**src/rtl/seq_det_param.sv**
```systemverilog
// Parametrised serial pattern detector with runtime-loadable pattern and match counter.
// Define SEQDET_WRAP_EN for a wrapping counter (sat on wrap); default build saturates.
module seq_det_param #(
    parameter int                 PAT_LEN = 4,
    parameter logic [PAT_LEN-1:0] PATTERN = 4'b1001,
    parameter int                 CNT_W   = 2
) (
    input  logic               clk,
    input  logic               rst,
    input  logic               en,
    input  logic               d,
    input  logic               overlap,
    input  logic               pat_ld,
    input  logic [PAT_LEN-1:0] pat_in,
    input  logic               clr,
    output logic               q,
    output logic [CNT_W-1:0]   num,
    output logic               sat
);
    localparam int            FW   = $clog2(PAT_LEN + 1);
    localparam logic [FW-1:0] FULL = FW'(PAT_LEN);

    logic [PAT_LEN-1:0] hist_q, hist_d, pat_q, pat_d, h_next;
    logic [FW-1:0]      fill_q, fill_d;
    logic [CNT_W-1:0]   num_q, num_d, num_inc;
    logic               q_q, q_d, sat_q, sat_d, match;

    always_comb begin
        hist_d  = hist_q;
        fill_d  = fill_q;
        pat_d   = pat_q;
        num_d   = num_q;
        sat_d   = sat_q;
        q_d     = 1'b0;
        match   = 1'b0;
        h_next  = {hist_q[PAT_LEN-2:0], d};
        num_inc = num_q + 1'b1;

        if (pat_ld) begin
            pat_d  = pat_in;
            hist_d = '0;
            fill_d = '0;
        end else if (en) begin
            // fill_q >= PAT_LEN-1 means h_next holds PAT_LEN real samples
            match = (fill_q >= FULL - 1'b1) && (h_next == pat_q);
            q_d   = match;
            if (match && !overlap) begin
                hist_d = '0;
                fill_d = '0;
            end else begin
                hist_d = h_next;
                fill_d = (fill_q == FULL) ? FULL : fill_q + 1'b1;
            end
        end

        // A match coinciding with clr still counts as the first event after the clear
        if (clr) begin
            num_d = match ? CNT_W'(1) : '0;
            sat_d = 1'b0;
        end else if (match) begin
`ifdef SEQDET_WRAP_EN
            num_d = num_inc;
            if (num_q == '1) sat_d = 1'b1;
`else
            if (num_q != '1) begin
                num_d = num_inc;
                if (num_inc == '1) sat_d = 1'b1;
            end
`endif
        end
    end

    always_ff @(posedge clk) begin
        if (rst) begin
            hist_q <= '0;
            fill_q <= '0;
            pat_q  <= PATTERN;
            num_q  <= '0;
            sat_q  <= 1'b0;
            q_q    <= 1'b0;
        end else begin
            hist_q <= hist_d;
            fill_q <= fill_d;
            pat_q  <= pat_d;
            num_q  <= num_d;
            sat_q  <= sat_d;
            q_q    <= q_d;
        end
    end

    assign q   = q_q;
    assign num = num_q;
    assign sat = sat_q;
endmodule

```
**config.mk**
```make
export PLATFORM = sky130hd
export DESIGN_NAME = seq_det_param
export DESIGN_NICKNAME = d
export VERILOG_FILES = /design/src/rtl/seq_det_param.sv
export SDC_FILE = /design/constraint.sdc
export NUM_CORES = 1
export LEC_CHECK = 0
export CORE_MARGIN = 2
export CORE_UTILIZATION = 45
export DETAILED_ROUTE_END_ITERATION = 8
export PLACE_DENSITY = 0.73
export SLEW_MARGIN = 0
export SYNTH_ARGS = -nofsm -noshare
export SYNTH_HDL_FRONTEND = slang
export SYNTH_SLANG_ARGS = --single-unit
```
**constraint.sdc**
```tcl
create_clock -name clk -period 4.8 [get_ports clk]
set_input_delay 0.72 -clock clk [delete_from_list [all_inputs] [get_ports clk]]
set_output_delay 0.72 -clock clk [all_outputs]
set_load 0.02 [all_outputs]
```
After elaboration in Yosys (flattened, before gate mapping)
Cells that the tools add are included.
W data, S select, Z words.
{"block": "op_classes", "add_sub_neg": 2, "n_lt_le_gt_ge": 1, "eq_ne": 4, "n_mux": 9, "reduce_logical": 9}
{"operator": "$mux W3", "count": 3}
{"operator": "$mux W2", "count": 3}
{"operator": "$eq A4 B4 Y1", "count": 1}
{"operator": "$reduce_bool A2 Y1", "count": 2}
{"operator": "$reduce_or A2 Y1", "count": 2}
{"operator": "$add A3 B1 Y3 const B", "count": 1}
{"operator": "$eq A3 B3 Y1 const B", "count": 1}
{"operator": "$ge A3 B2 Y1 const B", "count": 1}
{"operator": "$mux W1", "count": 3}
{"operator": "$reduce_and A3 Y1", "count": 1}
{"operator": "$add A2 B1 Y2 const B", "count": 1}
{"operator": "$eq A2 B2 Y1 const B", "count": 1}
{"operator": "$logic_and A1 B1 Y1", "count": 2}
{"operator": "$ne A2 B2 Y1 const B", "count": 1}
{"operator": "$reduce_and A2 Y1", "count": 1}
{"operator": "$logic_not A1 Y1", "count": 1}
{"block": "word_totals", "ff_bits": 14, "inputBits": 11, "output_inout_bits": 4}

Logic depth before layout (Yosys ltp)
{"block": "depth", "word_depth": 6, "mapped_depth": 6, "depth_no_buf": 6}

Worst setup path before layout
No wires, ideal clock.
{"block": "synth_timing", "kind": "input -> register", "startpoint": "input port pat_ld", "endpoint": "register num_q[1], in the netlist num[1]", "setup_ns": 0.103, "arrival_time_ns": 1.590, "setup_slack_ns": 3.107, "path_stages": 4, "path_cell_list": "buf_2 -> nor3_1 -> nand3_1 -> a2111oi_2"}
{"block": "synth_between", "elab_chain_len": 3}
{"item": "start: declaration", "line": "13", "source": "input logic pat_ld,"}
{"item": "$mux W1", "line": "39", "source": "if (pat_ld) begin"}
{"item": "$reduce_bool A2 Y1 (no source line)"}
{"item": "$reduce_and A2 Y1 (no source line)"}
{"item": "end signal: assignment", "line": "85", "source": "num_q <= num_d;"}
{"item": "end: declaration", "line": "25", "source": "logic [CNT_W-1:0] num_q, num_d, num_inc;"}
No other way between the ends.
A chain may end at the register's enable or synchronous reset.

Worst setup path in the final report
{"block": "layout_timing", "startpoint": "input port en", "endpoint": "register num_q[1], in the netlist num[1]"}
{"block": "layout_between", "elab_chain_len": 4}
{"item": "start: declaration", "line": "10", "source": "input logic en,"}
{"item": "$mux W1"}
{"item": "$mux W1", "line": "39"}
{"item": "$reduce_bool A2 Y1 (no source line)"}
{"item": "$reduce_and A2 Y1 (no source line)"}
No other way between the ends.

==> run metrics <==
Synth Area in Compound Gates=21.1%; Clock Pin Slew Worst Setup and Hold Paths=0.08 ns; post-synthesis average cell area=9.79 um^2; Final Hold Viols=0; CP Cell Sequence=clkdlybuf4s50_1 > inv_1 > nor3_1 > nand3_1 > a2111oi_2; clock tree root driver cell=clkbuf_4; PD cells=268 mW/mm^2; fin crit period=2.05 ns; final net count=101; GRT Overall Usage=15.8%; Top FF cell, synth=dfxtp_1; EDFF count, synth=0; reg2reg path depth=6; Mapped Area=666 um^2; Placer Congestion=0.788; ant diodes=0; post-synthesis mux area share=3.01%; Avg Vias per Cell=5.47; antenna viol nets, final=0; setup bufs post-CTS=0; Max Cap Viol=0; ys async rst share=0%; largest net degree at the start of global routing=10; share of post-route cells with drive strength above 1=7.14%; HP Class=flip-flop to flip-flop; H-tree depth=1; clk_lat worst skew=0.27 ns; first-pass GRT wire length=2170 um; final core occ=63.9%; port bufs=14; CTS tree=built; worst IR drop on VDD=0.137 mV; initial DRC count=10; Tightest Pin Transition=0.599 ns; final WL=1190 um; critical path required time=4.96 ns; via count=542; die height=42.5 um; Ys Warns=0; core box area=0.00133 mm^2; FP Rows=13; status=completed; hold path cells=1; top-level I/O count=15; final slew viol count=0; largest family of logic cells by synthesized area=compound AO/OA/AOI/OAI gates; #FFs+latches synth=14; Routed wire per std cell=12.1 um; Final Cycle Share=42.7%; clock sinks=14; Slowest-stage cell, CP=clkdlybuf4s50_1; crit start category=input port; clk_skew=0.000982 ns; DP Wirelength=971 um; Synth Instances=68; Die X=42.5 um; Static Leakage=0.000338 uW; commonest cells after routing, fill and taps aside=dfxtp_1, clkdlybuf4s50_1, inv_1; Synth Area in Simple Gates=13.9%; WP data arrival=2.21 ns; CP max stage delay=0.53 ns; Synth Area in Adders=9.40%; CTS Hold Bufs=0; Netlist cell types=25; sequential area share after synthesis=42.1%; gr ovfl total=0; critical path class=input port to flip-flop; Syn-to-layout area delta=28.0%; CTS buffer count=3; fillcell total=124; CTS max path bufs=2; unrepaired setup endpoints after global routing=false; Max-slew headroom=59.8%; Design Power=229 uW; Post-Synthesis Net Count=84; DRC viols=0; maximum clock frequency=488 MHz; die area=0.00180 mm^2; setup tns final=0 ns; vias in the first global route=520; xor/xnor share of the synthesized area=5.26%; Min Hold Slack=0.528 ns; CTS resizes=0; Crit Path Max Fanout=4; First-pass DRT Iterations=4; Crit. End Element=flip-flop; setup violators final=0; initial antenna violation count=0; Initial Utilization=49.9%
==> Yosys cell counts, types with 2 or more instances <==
cell type | number | area share (%)
dfxtp_1 | 14 | 42
mux2i_1 | 2 | 3.0
nand2_1 | 2 | 1.1
inv_1 | 7 | 3.9
xor2_1 | 4 | 5.3
a211o_1 | 2 | 2.6
nor3_1 | 4 | 3.0
nor2_1 | 6 | 3.4
a22o_1 | 5 | 6.6
o21ai_0 | 2 | 1.5
nor2b_1 | 2 | 1.9
ha_1 | 5 | 9.4
==> worst paths after layout <==
check / slack, ns / end / startpoint
min: 0.53 / hist_q[2]$_SDFFE_PP0P_ / hist_q[2]$_SDFFE_PP0P_
min reg2reg: 0.53 / hist_q[2]$_SDFFE_PP0P_ / hist_q[2]$_SDFFE_PP0P_
max reg2reg: 2.97 / num[1]$_SDFFE_PP0P_ / fill_q[0]$_SDFFE_PP0P_
max: 2.75 / num[1]$_SDFFE_PP0P_ / en
==> layer usage <==
| layer | vias to the layer above | track usage (%) | share of wire [%] |
|---|---|---|---|
| li1 | 277 | - | - |
| met1 | 248 | 19.5 | 50 |
| met2 | 15 | 26.5 | 45 |
| met3 | 2 | 2.59 | 4.3 |
| met4 | 0 | 7.50 | 1.0 |
| met5 | - | 0 | 0 |
==> cell type report <==
| class | count | area (um^2) | area share, % |
|---|---|---|---|
| multi-input combinational | 45 | 350 | 41.1 |
| sequential | 14 | 280 | 32.9 |
| timing repair buffer | 14 | 140 | 16.4 |
| clock buffer | 4 | 36.3 | 4.26 |
| inverter | 7 | 26.3 | 3.08 |
| tap | 15 | 18.8 | 2.20 |
==> cells by family (layout without fill, tap and decap cells) <==
| kind of cell | count (synthesis) | count (layout) |
|---|---|---|
| adder cells (fa/ha/maj) | 5 | 5 |
| flip-flops | 14 | 14 |
| AO/OA/AOI/OAI | 17 | 17 |
| buffers and inverters | 9 | 25 |
| multiplexers | 2 | 2 |
| XOR/XNOR | 4 | 4 |
| AND/OR/NAND/NOR | 17 | 17 |
==> registers in the layout, indices dropped and copies added, names as in the netlist <==
signal and count:
q 1, sat 1, fill_q 3, pat_q 4, num 2, hist_q 3
==> metrics by stage <==
stage | setup WS (ns) | std cells | cell area, um^2
2_1_floorplan | 3.11 | 68 | 666
3_3_place_gp | 2.49 | 95 | 816
3_5_place_dp | 2.46 | 95 | 816
4_1_cts | 2.75 | 99 | 852
5_1_grt | 2.62 | 99 | 852
6_report | 2.75 | 99 | 852
==> power breakdown <==
part           internal [uW]  switching [uW]
Combinational           13.2            11.2
Sequential               119            2.37
Clock                   46.0            36.5
Total                    178            50.1
==> critical path: cells and delay by family <==
family,cells,cell delay [ns]
AO/OA/AOI/OAI,1,0.40
AND/OR/NAND/NOR,2,0.46
buffers and inverters,2,0.63
Power figures use the tool's default switching activity.
